`src/rtl/shift_register_unit.sv`:
```
// shift_register_unit: width-parametrised shift/rotate register with serial I/O and start/busy/done handshake
module shift_register_unit #(
  parameter int WIDTH   = 8,
  parameter int SHAMT_W = 3
) (
  input  logic               clk,
  input  logic               rst,
  input  logic [2:0]         func,
  input  logic               start,
  input  logic [WIDTH-1:0]   in,
  input  logic [SHAMT_W-1:0] shamt,
  input  logic               ser_in,
  output logic [WIDTH-1:0]   out,
  output logic               busy,
  output logic               done,
  output logic               ser_out
);
  localparam logic [2:0] CLEAR = 3'b000;
  localparam logic [2:0] LOAD  = 3'b001;
  localparam logic [2:0] HOLD  = 3'b010;
  localparam logic [2:0] SL    = 3'b011;
  localparam logic [2:0] SR    = 3'b100;
  localparam logic [2:0] ROL   = 3'b101;
  localparam logic [2:0] ROR   = 3'b110;
  typedef enum logic {IDLE, SHIFT} state_t;
  state_t               state_q;
  logic [2:0]           op_q;
  logic [SHAMT_W-1:0]   cnt_q;
  logic [WIDTH-1:0]     out_q, step_d;
  logic                 busy_q, done_q, ser_q, lft_d, fill_d, sbit_d;
  assign out     = out_q;
  assign busy    = busy_q;
  assign done    = done_q;
  assign ser_out = ser_q;
  // one 1-bit step of the latched op and the bit it pushes out
  always_comb begin
    lft_d  = op_q == SL || op_q == ROL;
    fill_d = (op_q == SL || op_q == SR) ? ser_in : op_q == ROR ? out_q[0] : out_q[WIDTH-1];
    step_d = lft_d ? {out_q[WIDTH-2:0], fill_d} : {fill_d, out_q[WIDTH-1:1]};
    sbit_d = lft_d ? out_q[WIDTH-1] : out_q[0];
  end
  // control FSM: single-cycle ops finish at acceptance, shifts iterate cnt_q steps
  always_ff @(posedge clk) begin
    if (rst) begin
      state_q <= IDLE;
      op_q    <= CLEAR;
      cnt_q   <= '0;
      out_q   <= '0;
      busy_q  <= 1'b0;
      done_q  <= 1'b0;
      ser_q   <= 1'b0;
    end else begin
      case (state_q)
        IDLE: begin
          done_q <= 1'b0;
          if (start && !busy_q) begin
            case (func)
              CLEAR: begin
                out_q  <= '0;
                done_q <= 1'b1;
              end
              LOAD: begin
                out_q  <= in;
                done_q <= 1'b1;
              end
              HOLD: done_q <= 1'b1;
              default: begin
                if (shamt == '0) begin
                  done_q <= 1'b1;
                end else begin
                  op_q    <= func;
                  cnt_q   <= shamt;
                  busy_q  <= 1'b1;
                  state_q <= SHIFT;
                end
              end
            endcase
          end
        end
        SHIFT: begin
          out_q <= step_d;
          ser_q <= sbit_d;
          cnt_q <= cnt_q - SHAMT_W'(1);
          if (cnt_q == SHAMT_W'(1)) begin
            state_q <= IDLE;
            busy_q  <= 1'b0;
            done_q  <= 1'b1;
          end
        end
        default: begin
          state_q <= IDLE;
          busy_q  <= 1'b0;
          done_q  <= 1'b0;
        end
      endcase
    end
  end
endmodule

```
`config.mk`:
```
export PLATFORM = sky130hd
export DESIGN_NAME = shift_register_unit
export DESIGN_NICKNAME = d
export VERILOG_FILES = /design/src/rtl/shift_register_unit.sv
export SDC_FILE = /design/constraint.sdc
export NUM_CORES = 1
export LEC_CHECK = 0
export ABC_AREA = 1
export CAP_MARGIN = 20
export CELL_PAD_IN_SITES_DETAIL_PLACEMENT = 1
export CELL_PAD_IN_SITES_GLOBAL_PLACEMENT = 2
export CORE_MARGIN = 1
export CORE_UTILIZATION = 25
export DETAILED_ROUTE_END_ITERATION = 10
export PLACE_DENSITY = 0.77
export RECOVER_POWER = 100
export SYNTH_ARGS = -nofsm -noshare
export SYNTH_HDL_FRONTEND = slang
export SYNTH_SLANG_ARGS = --single-unit
```
`constraint.sdc`:
```
create_clock -name clk -period 1.4 [get_ports clk]
set_input_delay 0.21 -clock clk [delete_from_list [all_inputs] [get_ports clk]]
set_output_delay 0.21 -clock clk [all_outputs]
set_load 0.1 [all_outputs]
```
==> metrics.cfg, run 1 <==
[floorplanning]
rows=22
core_area_mm2=0.00377
ios=29
die_w_um=65.8
initial_utilization_pct=27.0
die_h_um=65.8
die-area_mm2=0.00433

[placement]
place.gp.congestion=0.817
post-dp-hpwl_um=2410
io_buffers=28
dp.cells=229
placed_area_mm2=0.00156

[setup_path]
path_cells=clkdlybuf4s50_1, nand2_1, nand2_1, nand3_1, nand2_1, inv_1, nand2_1, a21oi_1
cp-end-kind=flop
cp_max_fo=3
slowest_delay_ps=550
crit_type=in -> reg
critPathTopFamily=buffers and inverters
crit_slowest_cell=clkdlybuf4s50_1
crit_buf_inv=2
cp_common_cell=nand2_1
worst-endpoint-arrival_ps=1440
critPathLaunchType=primary input
required_ps=1560

[final_layout]
fin_area_mm2=0.00147
diodes=0
nets=206
drive_above_1_share_pct=22.7
syn_to_final_growth_pct=44.4
post-route-util_pct=39.0
instances_no_fill=233

[power]
power_mw=1.65
p_leak_nw=0.639
irDropWorstVdd_v=0.000350
power_density_mw_per_mm2=1120

[sta]
maxSlewHeadroom_pct=67.9
skew_ps=3.71
slew_viol_final=0
hold_violations=0
worst_pin_slew_ps=485
fmax_mhz=778
setup_viol=0
period_share_pct=91.9
period_needed_ps=1290
finalHoldWorstSlack_ps=469
rsz0062_at_grt=false

[global_routing]
grt_use_total_pct=17.1
grt_antenna_before_repair=0
grt_overflow_total=0
grt_first_pass_wirelength_um=5600
grt_pass1_vias=1137
grt_max_degree=14

[cts]
clock_latency_ps=260
path_clk_slew_ps=70
clockBufferDepth=2
cts_root_buffer=clkbuf_8
cts_tree=yes
cts_sinks=18
cts_max_level=1
holdBufCountCts=0
cts_buffers=3

[synthesis]
ys_warn_count=0
yosysSeqAreaShare_pct=35.4
synthesis.area_mm2=0.00102
synth_area_leader_cell=dfxtp_1
synth_seq_cells=18
yosys-top-cells-area=dfxtp_1 (35%), a21oi_1 (12%), nand2_1 (11%)
yosys.cell_types.count=24
synth_cells=144
synth_fp_nets=164
synthDominantCellAreaShare_pct=35.4
avgSynthCellArea_um2=7.06

[routing]
ant_nets=0
viasPerCell=4.69
first_pass_iters=3
vias=1092
wl_um=3160
first_iter_violations=50
wire_per_inst_um=13.6
route.detailed.drc=0

[job]
drv_cap=0

[run_status]
status=finished clean

[worst_hold_path]
min_path_type=reg -> reg

per-layer routing:
metal | part of all wire (%) | vias up | global-route usage (%)
met1 | 49 | 510 | 22.5
met2 | 48 | 14 | 27.7
li1 | - | 566 | -
met3 | 2.8 | 2 | 4.48
met4 | 0.60 | 0 | 4.08
met5 | 0 | - | 0
cell usage after synthesis:
cell type  count
nand2_1       29
a21oi_1       24
inv_1         19
dfxtp_1       18
o21ai_0       15
nand3_1        8
o211ai_1       5
nor2_1         3
o21ai_1        3
a21oi_2        2
ha_1           2
inv_2          2
nor2_4         2
nor3_1         2
a211oi_1       1
a21oi_4        1
buf_4          1
buf_6          1
clkbuf_1       1
nand2_2        1
nand4_1        1
nand4_4        1
nor2_2         1
xor2_1         1
cells by family (layout without fill, tap and decap cells):
kind of cell	after synthesis	after routing	synth area share, %
AND/OR/NAND/NOR	48	48	22.9
AO/OA/AOI/OAI	51	51	28.4
adder cells (fa/ha/maj)	2	2	2.46
buffers and inverters	24	65	9.96
XOR/XNOR	1	1	0.861
flip-flops	18	18	35.4
final timing paths:
path	from	to	slack [ps]	depth (start not counted)
setup / recovery	func[1]	cnt_q[1]	110	8
hold / removal	cnt_q[1]	cnt_q[1]	470	2
setup reg to reg	op_q[2]	out[1]	150	6
hold reg to reg	cnt_q[1]	cnt_q[1]	470	2
worst min-delay path, stage by stage, from the launching register on:
cell	delay, ps
dfxtp_1	310
nand2_1	60
a21oi_1	50
stage by stage:
step                setup slack (ps)  TNS (ps)
global placement                -114     -1040
floorplan                       42.0         0
finish                           114         0
detailed placement              -166     -1710
global route                    4.21         0
CTS                             88.9         0
placed cells by master (no fill, tap or decap):
master	synthesis	final
a211oi_1	1	1
a21oi_1	24	25
a21oi_2	2	1
a21oi_4	1	1
buf_12	0	3
buf_2	0	6
buf_4	1	10
clkbuf_1	1	2
clkbuf_4	0	3
clkbuf_8	0	3
clkdlybuf4s50_1	0	17
dfxtp_1	18	11
dfxtp_2	0	6
dfxtp_4	0	1
ha_1	2	2
inv_1	19	18
inv_2	2	3
nand2_1	29	29
nand2_2	1	1
nand3_1	8	8
nand4_1	1	1
nand4_4	1	1
nor2_1	3	3
nor2_2	1	1
nor2_4	2	2
nor3_1	2	2
o211ai_1	5	5
o21ai_0	15	15
o21ai_1	3	3
xor2_1	1	1
sequential cells by signal, indices dropped and copies added, names as in the netlist:
signal / count
state_q: 1
busy: 1
cnt_q: 3
ser_out: 1
done: 1
out: 8
op_q: 3
power breakdown:
part / switching [mW] / internal, mW
Combinational: 0.428 / 0.199
Sequential: 0.0569 / 0.570
Clock: 0.194 / 0.203
area by class of cell:
cell class | instances | area, um^2
Sequential cell | 18 | 372
Timing Repair Buffer | 40 | 362
Fill cell | 463 | 2300
Tap cell | 48 | 60.1
Inverter | 21 | 78.8
Clock buffer | 4 | 45.0
Multi-Input combinational cell | 102 | 552
timing repair:
| action | in CTS | in global routing |
|---|---|---|
| endpoints found under the setup margin | 1 | 5 |
| setup buffers | 0 | 0 |
| gates resized for setup | 1 | 2 |
(Power assumes the default switching activity.)
==> inputs of run 2 (changes only) <==
==> constraint.sdc (replaced) <==
create_clock -name clk -period 1.3 [get_ports clk]
set_input_delay 0.195 -clock clk [delete_from_list [all_inputs] [get_ports clk]]
set_output_delay 0.195 -clock clk [all_outputs]
set_load 0.1 [all_outputs]
==> metrics.cfg, run 2 (synthesis gave the netlist of run 1 again) <==
[run_status]
status=finished clean

[job]
drv_cap=0  ; unchanged

[cts]
clock_latency_ps=250  ; about the same
cts_sinks=18  ; unchanged
cts_max_level=1  ; unchanged
cts_root_buffer=clkbuf_8
holdBufCountCts=0  ; unchanged
cts_tree=yes
clockBufferDepth=2  ; unchanged
cts_buffers=3  ; unchanged
path_clk_slew_ps=70  ; about the same

[setup_path]
required_ps=1480  ; -80 ps
critPathTopFamily=buffers and inverters
slowest_delay_ps=550  ; about the same
crit_slowest_cell=clkdlybuf4s50_1
crit_type=in -> reg
critPathLaunchType=primary input
cp_common_cell=a21oi_1
crit_buf_inv=2  ; unchanged
cp-end-kind=flop
path_cells=clkdlybuf4s50_1, nor2_4, a21oi_4, clkbuf_2, a21oi_1, a21oi_1
cp_max_fo=5  ; +2
worst-endpoint-arrival_ps=1430  ; about the same

[floorplanning]
ios=29  ; unchanged
rows=22  ; unchanged
core_area_mm2=0.00377  ; unchanged
die-area_mm2=0.00433  ; unchanged
die_h_um=65.8  ; unchanged
die_w_um=65.8  ; unchanged
initial_utilization_pct=27.0  ; unchanged

[placement]
io_buffers=28  ; unchanged
place.gp.congestion=0.790  ; -3.3%
post-dp-hpwl_um=2430  ; +0.99%
dp.cells=231  ; +0.87%
placed_area_mm2=0.00158  ; +1.1%
dp_slack_ps=-218  ; -51.7 ps

[final_layout]
multi_input_area_um2=573  ; +3.9%
syn_to_final_growth_pct=54.2
largest_register_ff_count=8  ; unchanged
fillers=465  ; +0.43%
final_common_cell=nand2_1
register_area_um2=375  ; +1.0%
fin_area_mm2=0.00157  ; +6.8%
layout_common_cells=nand2_1 (28), a21oi_1 (24), inv_1 (16), clkdlybuf4s50_1 (16), buf_4 (14)
diodes=0  ; unchanged
nets=210  ; +1.9%
instances_no_fill=237  ; +1.7%
drive_above_1_share_pct=30.2  ; +7.5 points

[sta]
period_needed_ps=1250
setup_viol=0  ; unchanged
slew_viol_final=0  ; unchanged
skew_ps=2.39  ; -1.32 ps
worst_pin_slew_ps=309  ; -176 ps
rsz0062_at_grt=true
maxSlewHeadroom_pct=79.5  ; +12 points
hold_violations=0  ; unchanged
worst_slack_ps=52.1  ; -61.9 ps
fmax_mhz=801
period_share_pct=96.0

[routing]
wl_um=3120  ; -1.3%
wire_per_inst_um=13.2  ; -3.0%
viasPerCell=4.70  ; +0.20%
ant_nets=0  ; unchanged
vias=1113  ; +1.9%
route.detailed.drc=0  ; unchanged
first_iter_violations=42  ; -16%
first_pass_iters=4  ; +1

[global_routing]
grt_first_pass_wirelength_um=5250  ; -6.2%
grt_use_total_pct=15.9  ; -1.2 points
grt_overflow_total=0  ; unchanged
grt_antenna_before_repair=0  ; unchanged
grt_max_degree=14  ; unchanged
grt_pass1_vias=1127  ; -0.88%

[power]
swShare_pct=39.4  ; -1.8 points
p_seq_share_pct=36.4  ; -1.6 points
p_sw_mw=0.732  ; +7.9%
power_density_mw_per_mm2=1190  ; +5.6%
irDropWorstVdd_v=0.000473  ; +35%
clockPowerShare_pct=25.2  ; +1.2 points
p_leak_nw=0.681  ; +6.6%
power.internal_mw=1.13  ; +16%
comb_power_share_pct=38.4  ; +0.4 points

[worst_hold_path]
min_path_type=in -> reg

run 2: cell types whose count changed in the layout (fill, tap and decap cells not counted), sizes merged:
cell           previous run  this run
buf                      19        18
clkbuf                    8        13
clkdlybuf4s50            17        16
clkinvlp                  0         1
dlymetal6s2s              0         1
inv                      21        20
run 2: path summary, 6_finish.rpt:
| check | startpoint | endpoint | slack, ps | cells past startpoint |
|---|---|---|---|---|
| worst max-delay path | func[1] | out[5] | 50 | 6 |
| worst min-delay path | func[2] | op_q[2] | 380 | 3 |
| worst max register to register | op_q[2] | ser_out | 110 | 8 |
| worst min register to register | cnt_q[1] | cnt_q[1] | 460 | 2 |
run 2: stage by stage:
stage	utilization [%]	setup TNS, ps	total power [mW]	hold WS (ps)
final	41.6	0	1.86	381
after global routing	41.6	-95.2	1.96	389
after CTS	43.3	0	1.95	463
after detailed placement	41.8	-2980	1.48	453
after global placement	41.8	-2270	1.46	449
after floorplan	-	0	1.14	254
run 2: what timing repair did:
| action | in CTS | in global routing |
|---|---|---|
| setup buffers | 0 | 2 |
| resized for setup | 0 | 15 |
| endpoints found under the setup margin | 0 | 12 |
run 2: power groups by stage:
stage / combinational, mW / sequential (mW) / clock [mW]
2_1_floorplan: 0.219 / 0.924 / 0
3_3_place_gp: 0.765 / 0.699 / 0
3_5_place_dp: 0.775 / 0.702 / 0
4_1_cts: 0.777 / 0.690 / 0.486
5_1_grt: 0.764 / 0.687 / 0.508
6_report: 0.714 / 0.678 / 0.469
run 2: per-layer routing:
metal	vias up	global-route usage, %	routed length [um]
li1	576	-	-
met1	523	20.8	1490
met2	12	25.9	1540
met3	2	2.93	83
met4	0	5.71	15
met5	-	0	0
run 2: cell type report:
| class | count | share of cell area, % |
|---|---|---|
| Multi-Input combinational cell | 102 | 36.5 |
| Timing Repair Buffer | 44 | 27.0 |
| Sequential cell | 18 | 23.9 |
| Inverter | 21 | 5.26 |
| Tap cell | 48 | 3.83 |
| Clock buffer | 4 | 3.51 |
run 2: tightest hold or removal path: cells and delay by family:
kind / cells / cell delay, ps
buf+inv: 1 / 170
compound gates: 2 / 230
==> inputs of run 3 (changes only) <==
--- a/config.mk
+++ b/config.mk
@@ -9,6 +9,7 @@
 export CAP_MARGIN = 20
 export CELL_PAD_IN_SITES_DETAIL_PLACEMENT = 1
 export CELL_PAD_IN_SITES_GLOBAL_PLACEMENT = 2
+export CORE_ASPECT_RATIO = 0.7
 export CORE_MARGIN = 1
 export CORE_UTILIZATION = 25
 export DETAILED_ROUTE_END_ITERATION = 10
==> metrics.cfg, run 3 (synthesis gave the netlist of run 1 again) <==
[run_status]
status=finished clean

[floorplanning]
initial_utilization_pct=27.5  ; +0.57 points
core_area_mm2=0.00369  ; -2.1%
ios=29  ; unchanged
die_h_um=55.4  ; -16%
die-area_mm2=0.00433  ; +0.10%
rows=18  ; -18%
die_w_um=78.2  ; +19%

[routing]
first_pass_iters=4  ; unchanged
wl_um=3390  ; +8.6%
viasPerCell=4.71  ; +0.32%
route.detailed.drc=0  ; unchanged
wire_per_inst_um=14.2  ; +7.7%
first_iter_violations=43  ; +2.4%
ant_nets=0  ; unchanged
vias=1126  ; +1.2%

[global_routing]
grt_use_total_pct=16.5  ; +0.56 points
grt_pass1_vias=1140  ; +1.2%
grt_max_degree=14  ; unchanged
grt_overflow_total=0  ; unchanged
grt_antenna_before_repair=0  ; unchanged
grt_first_pass_wirelength_um=5640  ; +7.4%

[setup_path]
r2r_slack_ps=100  ; about the same
crit_type=in -> reg
worstReg2RegEnd=out[0]
crit_cells=7  ; +1
rr_worst_depth=5  ; -3
critPathLaunchType=primary input
critical_path.startpoint=start
endpoint=out[0]
critPathTopFamily=buffers and inverters
cp_max_fo=8  ; +3
worst-endpoint-arrival_ps=1390  ; -40 ps
r2r-start=state_q
slowest_delay_ps=460  ; -90 ps
crit_buf_inv=3  ; +1
crit_slowest_cell=clkdlybuf4s50_1
path_cells=clkdlybuf4s50_1, inv_1, nor2_4, a21oi_4, buf_4, a21oi_1, a21oi_2
cp-end-kind=flop
required_ps=1450  ; -30 ps

[sta]
period_needed_ps=1250  ; -1.80 ps
rsz0062_at_grt=false
fmax_mhz=802  ; +0.14%
finalHoldWorstSlack_ps=317  ; -64.7 ps
skew_ps=3.79  ; +1.41 ps
maxSlewHeadroom_pct=79.9  ; +0.32 points
period_share_pct=95.9  ; -0.14 points
worst_pin_slew_ps=304  ; -4.80 ps
worst_slack_ps=53.9  ; +1.80 ps
slew_viol_final=0  ; unchanged
setup_viol=0  ; unchanged
hold_violations=0  ; unchanged

[final_layout]
final_common_cell=nand2_1
diodes=0  ; unchanged
syn_to_final_growth_pct=52.3
post-route-util_pct=41.9  ; +0.33 points
nets=210  ; unchanged
drive_above_1_share_pct=29.1  ; -1.1 points
instances_no_fill=239  ; +0.84%
largest_register_ff_count=8  ; unchanged
layout_common_cells=nand2_1 (27), a21oi_1 (23), inv_1 (15)

[cts]
cts_sinks=18  ; unchanged
cts_max_level=1  ; unchanged
path_clk_slew_ps=70  ; about the same
clockBufferDepth=2  ; unchanged
cts_tree=yes
clock_latency_ps=260  ; about the same
holdBufCountCts=0  ; unchanged
cts_buffers=3  ; unchanged
cts_root_buffer=clkbuf_8

[power]
p_leak_nw=0.688  ; +0.95%
power_mw=1.83  ; -1.8%
irDropWorstVdd_v=0.000522  ; +10%
power_density_mw_per_mm2=1180  ; -0.56%

[job]
drv_cap=0  ; unchanged

[placement]
io_buffers=28  ; unchanged
post-dp-hpwl_um=2720  ; +12%
dp.cells=234  ; +1.3%
dp_slack_ps=-257  ; -38.8 ps
place.gp.congestion=0.767  ; -2.8%

[worst_hold_path]
min_path_cells=3  ; unchanged
min_path_type=in -> reg

## run 3: changes by cell type in the layout (fill, tap and decap cells not counted), sizes merged
cell and delta:
buf -2, clkbuf +2, clkdlybuf4s50 -2, dlymetal6s2s +2
clkinvlp -1, inv +1
## run 3: worst reg2reg max path, stage by stage (launching register included)
cell	delay, ps
dfxtp_1	450
buf_4	170
a21oi_4	30
buf_4	170
a21oi_1	190
a21oi_2	80
## run 3: metrics by stage
step                      setup TNS [ps]  instance area (um^2)
final                                  0                  1550
after global routing                   0                  1550
after CTS                              0                  1630
after detailed placement           -3410                  1590
after global placement             -3000                  1590
after floorplan                        0                  1030
## run 3: how the worst min path moves through the flow
stage | start | to | slack [ps]
6_report | func[0] | op_q[0] | 320
5_1_grt | func[1] | op_q[1] | 390
4_1_cts | cnt_q[1] | cnt_q[1] | 490
3_5_place_dp | cnt_q[1] | cnt_q[1] | 480
3_3_place_gp | cnt_q[1] | cnt_q[1] | 450
2_1_floorplan | rst | busy | 250
## run 3: final cells by class
cell class              instances  area [um^2]
clock buffers                   4         45.0
repair buffers                 44          424
well taps                      50         62.6
flip-flops and latches         18          374
fillers                       468         2140
multi-input cells             102          564
inverters                      21         78.8
## run 3: metal layers
metal	vias up	part of all wire (%)	track usage, %
met4	0	0.30	1.59
met5	-	0	0
li1	575	-	-
met2	17	44	25.9
met1	532	52	23.7
met3	2	3.0	3.64
## run 3: power breakdown
part | internal (mW) | switching, mW | leakage, nW
logic | 0.239 | 0.480 | 0.513
clock network | 0.218 | 0.210 | 0.0228
registers | 0.615 | 0.0646 | 0.152
total | 1.07 | 0.754 | 0.688
## run 3: timing repair
item | 4_1_cts | 5_1_grt
endpoints found under the setup margin | 2 | 15
setup buffers | 0 | 1
gates resized for setup | 2 | 15
pin swaps | 0 | 3
